==> src/rtl/imem_boot_loader.sv <==
// Boot loader: receives a framed program image byte stream, writes 32-bit words into
// instruction memory and releases the core from reset once the checksum verifies.
module imem_boot_loader #(
  parameter int unsigned ADDR_W  = 8,
  parameter int unsigned TIMEOUT = 1000
) (
  input  logic              CLK,
  input  logic              RST,
  input  logic              rx_valid,
  input  logic [7:0]        rx_data,
  output logic              rx_ready,
  output logic              imem_we,
  output logic [ADDR_W-1:0] imem_addr,
  output logic [31:0]       imem_wdata,
  output logic              core_rst_n,
  output logic              done,
  output logic              error,
  output logic [ADDR_W:0]   words_loaded
);

  localparam logic [16:0] Capacity = 17'(2 ** ADDR_W);

  typedef enum logic [2:0] {
    StCntLo,
    StCntHi,
    StData,
    StCsum,
    StRun,
    StErr
  } state_e;

  state_e            state_q, state_d;
  logic [15:0]       count_q, count_d;
  logic [1:0]        lane_q, lane_d;
  logic [23:0]       word_q, word_d;
  logic [7:0]        acc_q, acc_d;
  logic [31:0]       timer_q, timer_d;
  logic              we_q, we_d;
  logic [ADDR_W-1:0] addr_q, addr_d;
  logic [31:0]       wdata_q, wdata_d;
  logic [ADDR_W:0]   wl_q, wl_d;
  logic              xfer;
  logic              receiving;
  logic              timed_out;
  logic [15:0]       hdr_count;
  logic              last_word;

  assign receiving = (state_q == StCntLo) || (state_q == StCntHi) ||
                     (state_q == StData)  || (state_q == StCsum);
  assign xfer      = rx_valid && receiving;
  assign hdr_count = {rx_data, count_q[7:0]};
  // A transfer in the expiry cycle takes priority over the timeout.
  assign timed_out = (TIMEOUT != 0) && !xfer && (state_q != StCntLo) && receiving &&
                     (timer_q == 32'(TIMEOUT - 1));
  // words_loaded has already caught up with the previous word: lane-3 bytes are 4 cycles apart.
  assign last_word = (17'(wl_q) + 17'd1) == {1'b0, count_q};

  always_comb begin
    state_d = state_q;
    count_d = count_q;
    lane_d  = lane_q;
    word_d  = word_q;
    acc_d   = acc_q;
    we_d    = 1'b0;
    addr_d  = addr_q;
    wdata_d = wdata_q;
    wl_d    = wl_q;
    timer_d = timer_q;

    if (xfer || state_q == StCntLo) begin
      timer_d = '0;
    end else if (receiving) begin
      timer_d = timer_q + 32'd1;
    end

    unique case (state_q)
      StCntLo: begin
        if (xfer) begin
          count_d = {8'h00, rx_data};
          state_d = StCntHi;
        end
      end
      StCntHi: begin
        if (xfer) begin
          count_d = hdr_count;
          if (hdr_count == 16'd0) begin
            state_d = StCsum;
          end else if ({1'b0, hdr_count} > Capacity) begin
            state_d = StErr;
          end else begin
            state_d = StData;
          end
        end
      end
      StData: begin
        if (xfer) begin
          acc_d  = acc_q + rx_data;
          lane_d = lane_q + 2'd1;
          if (lane_q == 2'd3) begin
            we_d    = 1'b1;
            addr_d  = wl_q[ADDR_W-1:0];
            wdata_d = {rx_data, word_q};
            wl_d    = wl_q + 1'b1;
            if (last_word) begin
              state_d = StCsum;
            end
          end else begin
            word_d[8*lane_q +: 8] = rx_data;
          end
        end
      end
      StCsum: begin
        if (xfer) begin
          state_d = (rx_data == acc_q) ? StRun : StErr;
        end
      end
      StRun:   ;
      StErr:   ;
      default: state_d = StErr;
    endcase

    if (timed_out) begin
      state_d = StErr;
    end
  end

  always_ff @(posedge CLK or negedge RST) begin
    if (!RST) begin
      state_q <= StCntLo;
      count_q <= '0;
      lane_q  <= '0;
      word_q  <= '0;
      acc_q   <= '0;
      timer_q <= '0;
      we_q    <= 1'b0;
      addr_q  <= '0;
      wdata_q <= '0;
      wl_q    <= '0;
    end else begin
      state_q <= state_d;
      count_q <= count_d;
      lane_q  <= lane_d;
      word_q  <= word_d;
      acc_q   <= acc_d;
      timer_q <= timer_d;
      we_q    <= we_d;
      addr_q  <= addr_d;
      wdata_q <= wdata_d;
      wl_q    <= wl_d;
    end
  end

  assign rx_ready     = receiving;
  assign imem_we      = we_q;
  assign imem_addr    = addr_q;
  assign imem_wdata   = wdata_q;
  assign done         = (state_q == StRun);
  assign error        = (state_q == StErr);
  assign core_rst_n   = (state_q == StRun);
  assign words_loaded = wl_q;

endmodule
==> config.mk <==
export PLATFORM = sky130hd
export DESIGN_NAME = imem_boot_loader
export DESIGN_NICKNAME = d
export VERILOG_FILES = /design/src/rtl/imem_boot_loader.sv
export SDC_FILE = /design/constraint.sdc
export NUM_CORES = 1
export LEC_CHECK = 0
export CAP_MARGIN = 5
export CORE_ASPECT_RATIO = 1.2
export CORE_UTILIZATION = 35
export CTS_CLUSTER_DIAMETER = 150
export CTS_CLUSTER_SIZE = 10
export DETAILED_ROUTE_END_ITERATION = 6
export SYNTH_ARGS = -nofsm -noshare
export SYNTH_HDL_FRONTEND = slang
export SYNTH_SLANG_ARGS = --single-unit
==> constraint.sdc <==
create_clock -name CLK -period 2.15 [get_ports CLK]
set_clock_uncertainty 0.2 [all_clocks]
set_input_delay 0.43 -clock CLK [delete_from_list [all_inputs] [get_ports CLK]]
set_output_delay 0.43 -clock CLK [all_outputs]
set_load 0.005 [all_outputs]
==> results.toml <==
[timing]
hold_viol = 0
worstMarginPinSlew_ps = 401
setup_viol = 3
rsz0062_at_grt = "yes"
timing.final.ws_setup_ps = -66.5
max_clock_freq_mhz = 451
fin_crit_ps = 2220
slew_violations = 0
period_share = 1.03
relSlewSlack = 0.731

[detailed_routing]
vias_per_cell = 4.96
vias = 6079
postRouteAntennaNets = 0
wl_mm = 18.5
drc = 0
drt-initial-drc-count = 328
drt-pass1-iter-count = 4
wl_per_cell_um = 15.1

[yosys]
synth_top_family_by_area = "simple AND/OR/NAND/NOR gates"
synth_enable_flop_cells = 0
ys.flop_type = "dfrtp_1"
synth_cell_type_count = 67
synth_seq_cells = 135
async_flop_share = 1.00
yosys.area.top_type = "dfrtp_1"
postSynthCellCount = 768
syn-num-nets = 794
synth.area.mux_share = 0.0147
synth-simple-area-share = 0.250
ys.warnings.count = 0
ys_seq_area_frac = 0.497
yosys.area_share.adder = 0.0287
avgSynthCellArea_um2 = 8.86
synth-xor-area-share = 0.0384
syn_area_mm2 = 0.00680
synth_top_cell_area_share = 0.497
yosys-top-cells-area = "dfrtp_1 (50%), nand2_1 (13%), o21ai_0 (6.8%)"
synth_compound_area_frac = 0.133

[cts]
clockBufferDepth = 2
clk_latency_ps = 430
clk_pin_slew_worst_paths_ps = 70
h-tree-depth = 4
numCtsBuffers = 17
cts_sinks = 135
cts-root-buf = "clkbuf_16"
tritoncts = "done"

[floorplanning]
floorplan.initialDensity = 0.359
dieArea_mm2 = 0.0200
rows = 55
chipWidth_um = 129
core_region_area_mm2 = 0.0189
io_pins = 65
fp.dieH_um = 155

[cells_and_area]
syn_to_final_growth_pct = 43.6
final_area_mm2 = 0.00977
diodes = 0
drive_gt1_frac = 0.260
final_cells = 1225
final_nets = 982
final_core_util = 0.516

[run]
cap_violations = 0

[placed_design]
post_dp_cell_area_mm2 = 0.00855
dpl.hpwl_mm = 12.2
gp_congestion = 0.848
port_buffers = 64
dpl.cell_count = 1165

[global_routing]
overflow = 0
grt_start_max_net_pins = 49
grt_pass1_wl_mm = 30.3
grt_pass1_vias = 5992
track_usage = 0.196
antenna_found_initial = 0

[setup_path]
crit_type = "reg -> reg"
cp.required_ps = 2290
cp-end-kind = "flip-flop"
crit_arrival_ps = 2360
cp_max_fo = 3
start_kind = "flip-flop"

[run_status]
status = "finished with violations"
violations = "negative setup slack"

[power_and_ir_drop]
power_uw = 5770
p_per_area_mw_per_mm2 = 591
peakVddDrop_mv = 0.570
leakagePower_uw = 0.00451

[worst_hold_path]
min_path_type = "reg -> reg"
==> layout by cell type (no fill, tap or decap), types with 4 or more instances in the layout <==
master,n
nand3_1,18
a31oi_1,9
buf_6,15
buf_12,7
o21ai_0,71
inv_1,18
nor2_4,4
ha_1,6
a21oi_1,12
o211ai_1,4
mux2_2,8
nor2_1,22
nor4_1,7
clkbuf_16,18
xnor2_1,14
nor3b_1,4
and3_1,7
nor3_1,9
nand2_1,236
xor2_1,12
dfrtp_2,5
inv_6,7
dfrtp_1,130
nor4_2,6
ha_4,6
o31ai_1,5
nand2b_1,5
buf_4,120
inv_8,6
clkdlybuf4s50_1,55
o21ai_1,21
nand4_1,13
==> sequential cells by signal, summed over array words and instances (netlist names) <==
signal / count
imem_wdata: 32
timer_q: 32
word_q: 24
count_q: 16
words_loaded: 9
acc_q: 8
imem_addr: 8
state_q: 3
lane_q: 2
imem_we: 1
==> what timing repair did <==
item	4_1_cts	5_1_grt
gates resized for setup	36	82
endpoints found under the hold margin	27	0
hold buffers	1	0
buffers inserted	16	7
gates cloned	0	4
endpoints found under the setup margin	19	110
pin swaps	13	23
==> metal layers <==
metal,up-vias,GRT usage,part of all wire
li1,3021,-,-
met1,2939,0.256,0.46
met2,92,0.317,0.49
met3,27,0.0349,0.024
met4,0,0.0840,0.023
met5,-,0,0
==> stage by stage <==
step / setup slack (ps) / hold WS, ps / setup TNS [ps]
2_1_floorplan: -21.5 / -65.6 / -21.5
3_3_place_gp: -640 / 137 / -23610
3_5_place_dp: -691 / 139 / -26120
4_1_cts: -97.9 / 273 / -488
5_1_grt: -180 / 301 / -953
6_report: -66.5 / 272 / -174
==> final cells by class <==
| cell class | count | area (um2) |
|---|---|---|
| fill | 1757 | 9160 |
| multi-input combinational | 575 | 3510 |
| sequential | 135 | 3380 |
| timing repair buffer | 207 | 1880 |
| clock buffer | 17 | 425 |
| tap | 256 | 320 |
| clock inverter | 15 | 166 |
| inverter | 20 | 81.3 |
==> synthesized netlist by cell type (2+ instances only) <==
cell type	count
mux2_2	8
o21ai_0	93
and3_1	8
or3_1	2
a21o_1	2
nand4_1	13
nand3_1	21
xnor2_1	16
or2_2	2
o41ai_1	4
ha_1	14
a21boi_0	3
nor2_1	26
a31oi_1	9
a21oi_1	14
o31ai_1	6
inv_1	19
nor2b_1	3
buf_2	8
nor3_1	10
clkbuf_1	24
o211ai_1	4
nor4_4	2
xor2_1	12
a2111o_1	3
nor4b_1	4
nand2b_1	5
dfrtp_1	135
buf_6	3
nor3b_1	4
o311ai_0	2
nor4_1	13
nand2_1	240
buf_4	3
==> report_power, final <==
| part | total (uW) | switching [uW] | internal [uW] |
|---|---|---|---|
| sequential | 2550 | 2.58 | 2540 |
| combinational | 242 | 144 | 98.0 |
| clock | 2980 | 1320 | 1660 |
==> final timing paths <==
| kind | to | depth (start not counted) | from | slack, ps |
|---|---|---|---|---|
| setup reg to reg | state_q[0]$_DFFE_PN0P_ | 7 | state_q[2]$_DFFE_PN0P_ | -70 |
| min in group asynchronous | word_q[15]$_DFFE_PN0P_ | 2 | RST | 280 |
| hold / removal | imem_wdata[11]$_DFFE_PN0P_ | 2 | imem_wdata[11]$_DFFE_PN0P_ | 270 |
| hold reg to reg | imem_wdata[11]$_DFFE_PN0P_ | 2 | imem_wdata[11]$_DFFE_PN0P_ | 270 |
| setup / recovery | state_q[0]$_DFFE_PN0P_ | 7 | state_q[2]$_DFFE_PN0P_ | -70 |
| max in group asynchronous | words_loaded[7]$_DFFE_PN0P_ | 3 | RST | 880 |
==> worst max-delay path, cell delays in order, from the launching register on <==
cell and delay, ps:
dfrtp_1 400, buf_4 150, nor2_1 120, or4b_4 500, o41ai_4 280, inv_1 130
buf_4 150, a211oi_2 210
==> cells by family (layout without fill, tap and decap cells) <==
logic type | count (synthesis) | after routing
adder cells (fa/ha/maj) | 15 | 15
AND/OR/NAND/NOR | 369 | 369
multiplexers | 9 | 9
AO/OA/AOI/OAI | 153 | 153
flip-flops | 135 | 135
buffers and inverters | 58 | 259
XOR/XNOR | 29 | 29
Note: power is estimated with default switching activity, not from simulation.
